==> config.mk <==
export PLATFORM = sky130hd
export DESIGN_NAME = sram_arbiter_flat
export DESIGN_NICKNAME = d
export VERILOG_FILES = /design/src/rtl/sram_arb_pkg.sv /design/src/rtl/sram_arbiter_if.sv /design/src/rtl/sram_arbiter.sv /design/src/flat_wrapper.sv
export SDC_FILE = /design/constraint.sdc
export NUM_CORES = 1
export LEC_CHECK = 0
export BUFFER_PORTS_ARGS = -buffer_cell sky130_fd_sc_hd__buf_2
export CAP_MARGIN = 20
export CORE_ASPECT_RATIO = 1.4
export CORE_UTILIZATION = 35
export DETAILED_ROUTE_END_ITERATION = 6
export PLACE_DENSITY = 0.7
export SETUP_SLACK_MARGIN = 0.05
export SKIP_CTS_REPAIR_TIMING = 1
export SYNTH_ARGS = -nofsm -noshare
export SYNTH_HDL_FRONTEND = slang
export SYNTH_SLANG_ARGS = --single-unit
==> constraint.sdc <==
create_clock -name clk_100 -period 3.2 [get_ports clk_100]
set_clock_uncertainty 0.05 [all_clocks]
set_input_delay 0.32 -clock clk_100 [delete_from_list [all_inputs] [get_ports clk_100]]
set_output_delay 0.32 -clock clk_100 [all_outputs]
set_load 0.005 [all_outputs]
==> src/rtl/sram_arb_pkg.sv <==
// Shared types for the SRAM arbiter: sequencer states, port indices, timer width.
// Pure declarations; no timing or backpressure of its own.
package sram_arb_pkg;

    localparam int CNT_W = 4;

    localparam logic PORT_CPU = 1'b0;
    localparam logic PORT_VID = 1'b1;

    typedef enum logic [2:0] {
        IDLE,
        RD,
        W_SETUP,
        W_PULSE,
        W_HOLD
    } state_t;

endpackage

==> src/rtl/sram_arbiter_if.sv <==
// CPU, video and SRAM-pin signal bundle of the arbiter; master = system side, slave = arbiter.
// Requests are level-held until the matching one-cycle ack pulse.
interface sram_arbiter_if #(
    parameter int ADDR_W = 21
);
    logic              cpu_req;
    logic              cpu_we;
    logic [ADDR_W-1:0] cpu_addr;
    logic [7:0]        cpu_wdata;
    logic              cpu_ack;
    logic [7:0]        cpu_rdata;

    logic              vid_req;
    logic [ADDR_W-1:0] vid_addr;
    logic              vid_ack;
    logic [7:0]        vid_rdata;

    logic [ADDR_W-1:0] sram_addr;
    logic              sram_we_n;
    logic [7:0]        sram_dq_o;
    logic              sram_dq_oe;
    logic [7:0]        sram_dq_i;

    modport master (
        output cpu_req, cpu_we, cpu_addr, cpu_wdata, vid_req, vid_addr, sram_dq_i,
        input  cpu_ack, cpu_rdata, vid_ack, vid_rdata,
        input  sram_addr, sram_we_n, sram_dq_o, sram_dq_oe
    );

    modport slave (
        input  cpu_req, cpu_we, cpu_addr, cpu_wdata, vid_req, vid_addr, sram_dq_i,
        output cpu_ack, cpu_rdata, vid_ack, vid_rdata,
        output sram_addr, sram_we_n, sram_dq_o, sram_dq_oe
    );
endinterface

==> src/rtl/sram_arbiter.sv <==
// Two-port (CPU r/w, video r/o) arbiter and cycle sequencer for an async 8-bit SRAM; all outputs registered.
// Read acks ACCESS_CYCLES+1 after grant cycle, write ACCESS_CYCLES+3; losing port waits at most one access.
module sram_arbiter
    import sram_arb_pkg::*;
#(
    parameter int ADDR_W        = 21,
    parameter int ACCESS_CYCLES = 2
) (
    input  logic            clk_100,
    input  logic            reset,
    sram_arbiter_if.slave   bus
);

    localparam logic [CNT_W-1:0] CNT_LOAD = CNT_W'(ACCESS_CYCLES - 1);

    state_t            r_state;
    logic [CNT_W-1:0]  r_cnt;
    logic              r_last_grant;
    logic [ADDR_W-1:0] r_sram_addr;
    logic              r_sram_we_n;
    logic [7:0]        r_sram_dq_o;
    logic              r_sram_dq_oe;
    logic              r_cpu_ack;
    logic              r_vid_ack;
    logic [7:0]        r_cpu_rdata;
    logic [7:0]        r_vid_rdata;

    // A port's own ack cycle masks its still-high level request.
    logic w_cpu_pend;
    logic w_vid_pend;
    logic w_grant_vid;

    assign w_cpu_pend  = bus.cpu_req & ~r_cpu_ack;
    assign w_vid_pend  = bus.vid_req & ~r_vid_ack;
    assign w_grant_vid = w_vid_pend & (~w_cpu_pend | (r_last_grant == PORT_CPU));

    always_ff @(posedge clk_100) begin
        if (reset) begin
            r_state      <= IDLE;
            r_cnt        <= '0;
            r_last_grant <= PORT_CPU;
            r_sram_addr  <= '0;
            r_sram_we_n  <= 1'b1;
            r_sram_dq_o  <= '0;
            r_sram_dq_oe <= 1'b0;
            r_cpu_ack    <= 1'b0;
            r_vid_ack    <= 1'b0;
            r_cpu_rdata  <= '0;
            r_vid_rdata  <= '0;
        end else begin
            r_cpu_ack <= 1'b0;
            r_vid_ack <= 1'b0;
            case (r_state)
                IDLE: begin
                    if (w_cpu_pend || w_vid_pend) begin
                        r_cnt <= CNT_LOAD;
                        if (w_grant_vid) begin
                            r_sram_addr  <= bus.vid_addr;
                            r_last_grant <= PORT_VID;
                            r_state      <= RD;
                        end else begin
                            r_sram_addr  <= bus.cpu_addr;
                            r_last_grant <= PORT_CPU;
                            if (bus.cpu_we) begin
                                r_sram_dq_o  <= bus.cpu_wdata;
                                r_sram_dq_oe <= 1'b1;
                                r_state      <= W_SETUP;
                            end else begin
                                r_state <= RD;
                            end
                        end
                    end
                end
                RD: begin
                    if (r_cnt == '0) begin
                        if (r_last_grant == PORT_VID) begin
                            r_vid_rdata <= bus.sram_dq_i;
                            r_vid_ack   <= 1'b1;
                        end else begin
                            r_cpu_rdata <= bus.sram_dq_i;
                            r_cpu_ack   <= 1'b1;
                        end
                        r_state <= IDLE;
                    end else begin
                        r_cnt <= r_cnt - CNT_W'(1);
                    end
                end
                W_SETUP: begin
                    r_sram_we_n <= 1'b0;
                    r_state     <= W_PULSE;
                end
                W_PULSE: begin
                    if (r_cnt == '0) begin
                        r_sram_we_n <= 1'b1;
                        r_state     <= W_HOLD;
                    end else begin
                        r_cnt <= r_cnt - CNT_W'(1);
                    end
                end
                W_HOLD: begin
                    r_sram_dq_oe <= 1'b0;
                    r_cpu_ack    <= 1'b1;
                    r_state      <= IDLE;
                end
                default: r_state <= IDLE;
            endcase
        end
    end

    assign bus.sram_addr  = r_sram_addr;
    assign bus.sram_we_n  = r_sram_we_n;
    assign bus.sram_dq_o  = r_sram_dq_o;
    assign bus.sram_dq_oe = r_sram_dq_oe;
    assign bus.cpu_ack    = r_cpu_ack;
    assign bus.vid_ack    = r_vid_ack;
    assign bus.cpu_rdata  = r_cpu_rdata;
    assign bus.vid_rdata  = r_vid_rdata;

endmodule

==> src/flat_wrapper.sv <==
// flat-port wrapper written by rule: the top's interface ports become plain ports
module sram_arbiter_flat import sram_arb_pkg::*;
#(
    parameter int ADDR_W        = 21,
    parameter int ACCESS_CYCLES = 2
)
  (clk_100, reset, bus_cpu_req, bus_cpu_we, bus_cpu_addr, bus_cpu_wdata, bus_vid_req, bus_vid_addr, bus_sram_dq_i, bus_cpu_ack, bus_cpu_rdata, bus_vid_ack, bus_vid_rdata, bus_sram_addr, bus_sram_we_n, bus_sram_dq_o, bus_sram_dq_oe);
  sram_arbiter_if #(.ADDR_W(ADDR_W)) bus_i ();
  input  logic clk_100;
  input  logic reset;
  input wire logic [$bits(bus_i.cpu_req)-1:0] bus_cpu_req;
  input wire logic [$bits(bus_i.cpu_we)-1:0] bus_cpu_we;
  input wire logic [$bits(bus_i.cpu_addr)-1:0] bus_cpu_addr;
  input wire logic [$bits(bus_i.cpu_wdata)-1:0] bus_cpu_wdata;
  input wire logic [$bits(bus_i.vid_req)-1:0] bus_vid_req;
  input wire logic [$bits(bus_i.vid_addr)-1:0] bus_vid_addr;
  input wire logic [$bits(bus_i.sram_dq_i)-1:0] bus_sram_dq_i;
  output wire logic [$bits(bus_i.cpu_ack)-1:0] bus_cpu_ack;
  output wire logic [$bits(bus_i.cpu_rdata)-1:0] bus_cpu_rdata;
  output wire logic [$bits(bus_i.vid_ack)-1:0] bus_vid_ack;
  output wire logic [$bits(bus_i.vid_rdata)-1:0] bus_vid_rdata;
  output wire logic [$bits(bus_i.sram_addr)-1:0] bus_sram_addr;
  output wire logic [$bits(bus_i.sram_we_n)-1:0] bus_sram_we_n;
  output wire logic [$bits(bus_i.sram_dq_o)-1:0] bus_sram_dq_o;
  output wire logic [$bits(bus_i.sram_dq_oe)-1:0] bus_sram_dq_oe;
  assign bus_i.cpu_req = bus_cpu_req;
  assign bus_i.cpu_we = bus_cpu_we;
  assign bus_i.cpu_addr = bus_cpu_addr;
  assign bus_i.cpu_wdata = bus_cpu_wdata;
  assign bus_i.vid_req = bus_vid_req;
  assign bus_i.vid_addr = bus_vid_addr;
  assign bus_i.sram_dq_i = bus_sram_dq_i;
  assign bus_cpu_ack = bus_i.cpu_ack;
  assign bus_cpu_rdata = bus_i.cpu_rdata;
  assign bus_vid_ack = bus_i.vid_ack;
  assign bus_vid_rdata = bus_i.vid_rdata;
  assign bus_sram_addr = bus_i.sram_addr;
  assign bus_sram_we_n = bus_i.sram_we_n;
  assign bus_sram_dq_o = bus_i.sram_dq_o;
  assign bus_sram_dq_oe = bus_i.sram_dq_oe;
  sram_arbiter #(.ADDR_W(ADDR_W), .ACCESS_CYCLES(ACCESS_CYCLES)) u_core (.clk_100(clk_100), .reset(reset), .bus(bus_i));
endmodule
Word level (Yosys, flattened, before mapping)
Index checks and enable logic that the tools add are counted.
{"block": "totals", "ff_bits": 57, "elab_cells": 70, "out_inout_bits": 49, "input_bits": 63}
{"block": "classes", "n_reduce_logical": 16, "addsub": 1, "muxes": 21, "bitwise_logic": 11, "eq_ne": 10}
{"cell": "$mux W21", "count": 1}
{"cell": "$mux W3", "count": 4}
{"cell": "$pmux W3 S4", "count": 1}
{"cell": "$reduce_and A3 Y1", "count": 4}
{"cell": "$mux W1", "count": 8}
{"cell": "$mux W4", "count": 2}
{"cell": "$pmux W4 S2", "count": 1}
{"cell": "$reduce_and A4 Y1", "count": 2}
{"cell": "$not A1 Y1", "count": 7}
{"cell": "$eq A3 B2 Y1 const B", "count": 2}
{"cell": "$ne A2 B1 Y1 const B", "count": 3}
{"cell": "$ne A2 B2 Y1 const B", "count": 3}
{"cell": "$pmux W1 S2", "count": 3}
{"cell": "$reduce_bool A2 Y1", "count": 3}
{"cell": "$logic_not A4 Y1", "count": 1}
{"cell": "$reduce_and A2 Y1", "count": 2}
{"cell": "$sub A4 B1 Y4 const B", "count": 1}
{"cell": "$and A1 B1 Y1", "count": 3}
{"cell": "$eq A3 B1 Y1 const B", "count": 1}
{"cell": "$eq A3 B3 Y1 const B", "count": 1}
{"cell": "$logic_not A3 Y1", "count": 1}
{"cell": "$reduce_or A3 Y1", "count": 1}
{"cell": "$mux W2", "count": 1}
{"cell": "$reduce_or A2 Y1", "count": 1}
{"cell": "other kinds (2)", "count": 2}

Longest topological paths before layout
{"block": "depth", "depth_word": 8, "mapped_depth": 7, "mapped_depth_nobuf": 6}

Least setup slack after synthesis
OpenSTA, ideal clock, no wires.
{"block": "synth_path", "path_type": "reg2reg", "from": "reg u_core.r_cnt[0]", "to": "reg u_core.r_cpu_rdata[0], in the netlist u_core.bus.cpu_rdata[0]", "n_path_buf": 1, "required_ns": 3.030, "setup_slack_ns": 1.350, "path_stages_with_launch": 8, "period_less_slack_ns": 1.850, "arrival_ns": 1.680, "setup_ns": 0.120, "cell_sequence": "dfxtp_1 -> inv_1 -> ha_1 -> or3b_4 -> or4_4 -> buf_6 -> nand2_1 -> a21oi_1"}
{"block": "synth_between", "elab_chain_len": 2}
{"item": "start, declared", "line": "sram_arbiter.sv:17", "text": "logic [CNT_W-1:0] r_cnt;"}
{"item": "start signal, assigned", "line": "sram_arbiter.sv:85", "text": "r_cnt <= r_cnt - CNT_W'(1);"}
{"item": "start signal, assigned", "line": "sram_arbiter.sv:97", "text": "r_cnt <= r_cnt - CNT_W'(1);"}
{"item": "$logic_not A4 Y1", "line": "sram_arbiter.sv:75", "text": "if (r_cnt == '0) begin"}
{"item": "$reduce_and A3 Y1 (no source line)"}
{"item": "end signal, assigned", "line": "sram_arbiter.sv:80", "text": "r_cpu_rdata <= bus.sram_dq_i;"}
{"item": "end, declared", "line": "sram_arbiter.sv:25", "text": "logic [7:0] r_cpu_rdata;"}
Every way passes these cells.
A chain may end at the register's enable or synchronous reset.

Final worst setup path
{"block": "layout_path", "from": "reg u_core.r_cnt[0]", "to": "reg u_core.r_vid_rdata[3], in the netlist u_core.bus.vid_rdata[3]"}
{"block": "layout_between", "elab_chain_len": 2}
{"item": "$logic_not A4 Y1", "line": "sram_arbiter.sv:75"}
{"item": "$reduce_and A3 Y1 (no source line)"}
{"item": "end signal, assigned", "line": "sram_arbiter.sv:77", "text": "r_vid_rdata <= bus.sram_dq_i;"}
{"item": "end, declared", "line": "sram_arbiter.sv:26", "text": "logic [7:0] r_vid_rdata;"}
Every way passes these cells.

==> flow_summary_export.csv <==
group,metric,value,unit
status,outcome,"finished, violations left",
status,failed_checks,"design-rule violations",
logic_synthesis,yosysUniqueCellTypes,37,
logic_synthesis,synth_ff_type,"dfxtp_1",
logic_synthesis,ys_async_sr_fraction,0,%
cells_and_area,seqCellArea,1140,µm²
global_route,grt_util_all_layers,14.9,%
logic_synthesis,synth_top_area_share,49.5,%
global_route,grt_max_degree,36,
logic_synthesis,synth_nets,288,
cells_and_area,multiInputGateArea,1070,µm²
setup_path,path_class,"register to register",
cts,clkLatencyLatePin,0.32,ns
logic_synthesis,yosys_warnings,0,
pwr,ir_worst_vdd,0.000305,V
cells_and_area,fin_util,48.7,%
placed_design,place_congestion,0.811,
setup_path,crit_arrival,2.21,ns
floorplanning,core,6300,µm²
global_route,grt_pass1_vias,1950,
sta,setup_viol,0,
pwr,p_per_area,585,nW/µm²
cts,clockBufferDepth,2,
hold_path,hold_path_class,"input pin to register",
detailed_routing,wire_per_inst,11.9,µm
floorplanning,design.portCount,112,
logic_synthesis,seq_area_frac_synth,49.5,%
global_route,antenna_found_initial,0,
cells_and_area,area_growth,33.2,%
setup_path,endpoint_kind,"register",
placed_design,io_buffers,111,
detailed_routing,vias,2027,
logic_synthesis,synthCells,224,
sta,setup_tns,0,ns
sta,layout_setup_ws,1.13,ns
pwr,power,1.80,mW
logic_synthesis,syn_area_per_cell,10.3,µm²
sta,hold_ws,0.176,ns
cells_and_area,final_area,3070,µm²
sta,finalCritPeriodShare,64.8,%
setup_path,cp_max_fo,9,
setup_path,cp-start-kind,"register",
logic_synthesis,synth_edf_count,0,
logic_synthesis,yosys-top-cells-area,"dfxtp_1 (50%), mux2i_1 (16%), o2bb2ai_1 (8.4%), nor2_1 (3.7%), nand2_1 (3.6%)",
cts,cts_sinks,57,
floorplanning,dieHeight,98.0,µm
setup_path,critPathRequiredTime,3.34,ns
sta,rsz0062_at_grt,"no",
cts,cts_tree,"built",
detailed_routing,drt_pass1_iterations,7,
cts,clk_pin_slew_worst_paths,0.06,ns
sta,slew_viol_final,0,
detailed_routing,via_per_inst,4.94,
logic_synthesis,yosys.area.top_type,"dfxtp_1",
pwr,p_leak,1.55,nW
sta,hold_viol_final,0,
flow_run,drv_cap,0,
logic_synthesis,netlist_area,2300,µm²
cells_and_area,final_nets,397,
global_route,grt_pass1_wl,8170,µm
cts,cts_buffers,9,
detailed_routing,post-route-drc-count,16,
floorplanning,num_rows,34,
detailed_routing,ant_nets,0,
floorplanning,dieArea,6910,µm²
sta,tightest_slew,0.924,ns
cells_and_area,drive_above_1_share,39.3,%
sta,post-route-min-period,2.07,ns
cells_and_area,fillers,627,
cells_and_area,diodes,0,
floorplanning,initial_core_util,36.6,%
placed_design,post_dp_cell_area,2880,µm²
global_route,gr-total-overflow,0,
sta,max_freq,483,MHz
detailed_routing,totalWireLength,4880,µm
placed_design,place_ws,1.10,ns
placed_design,dp_cells,394,
cts,htreeDepth,3,
cts,cts_root_buf,"clkbuf_8",
detailed_routing,drt_iter0_drc,97,
placed_design,dp_hpwl,3570,µm
sta,max_slew_margin,38.3,%
logic_synthesis,synth_seq_cells,57,
cells_and_area,final_cells,410,
floorplanning,die_w,70.6,µm
-- flip-flops by register name, indices dropped and copies added, names as in the netlist, 3 cells and up --
register,count
u_core.bus.sram_addr,21
u_core.bus.cpu_rdata,8
u_core.bus.sram_dq_o,8
u_core.bus.vid_rdata,8
u_core.r_cnt,4
u_core.r_state,3
-- cells by family (layout without fill, tap and decap cells) --
| group | Yosys count | in the layout | share of synthesized area [%] |
|---|---|---|---|
| fa+ha+maj | 1 | 1 | 0.543 |
| mux | 37 | 37 | 16.1 |
| flops | 57 | 57 | 49.5 |
| compound gates | 44 | 44 | 15.2 |
| buf+inv | 17 | 131 | 3.91 |
| xor+xnor | 1 | 1 | 0.380 |
| simple gates | 67 | 67 | 14.3 |
-- routing by layer --
metal / vias up / GRT usage [%] / wire, µm
li1: 1017 / - / -
met1: 915 / 15.7 / 2110
met2: 86 / 25.9 / 2360
met3: 9 / 4.23 / 279
met4: 0 / 9.23 / 129
met5: - / 0 / 0
-- cell usage in the layout, fill, tap and decap left out, drive strengths merged, types with 4 or more instances in the layout --
master,count
buf,112
a21oi,10
nand2b,4
nand2,22
o2bb2ai,22
nor3,6
nor2,23
dfxtp,57
mux2i,37
clkbuf,13
-- synthesized netlist by cell type (all sizes together) (2+ instances only) --
cell type  instances
dfxtp             57
mux2i             37
nor2              23
nand2             22
o2bb2ai           22
a21oi             10
buf               10
nor3               6
clkbuf             4
nand2b             4
inv                3
nor2b              3
nand4b             2
o2111ai            2
-- worst paths after layout --
path,startpoint,end,slack (ns),depth (start not counted)
max reg2reg,u_core.r_cnt[0],u_core.bus.vid_rdata[3],1.13,6
min,bus_cpu_wdata[5],u_core.bus.sram_dq_o[5],0.18,3
min reg2reg,u_core.bus.cpu_rdata[5],u_core.bus.cpu_rdata[5],0.40,2
max,u_core.r_cnt[0],u_core.bus.vid_rdata[3],1.13,6
-- critical path: stages (launching register included) --
cell      delay [ns]
dfxtp_1         0.33
inv_1           0.06
ha_1            0.19
nor3b_1         0.35
nand4b_1        0.58
mux2i_1         0.32
nor2_1          0.06
-- layout make-up --
| cell class | instances | share of cell area [%] |
|---|---|---|
| multi-input combinational | 150 | 35.0 |
| sequential | 57 | 37.2 |
| inverter | 3 | 0.367 |
| clock buffer | 13 | 4.85 |
| clock inverter | 3 | 1.30 |
| tap | 72 | 2.94 |
| timing repair buffer | 112 | 18.3 |
-- power by group --
group / internal [mW] / total [mW] / switching [mW]
sequential: 0.780 / 0.825 / 0.0455
combinational: 0.161 / 0.330 / 0.169
clock: 0.379 / 0.641 / 0.262
(Power assumes the default switching activity.)
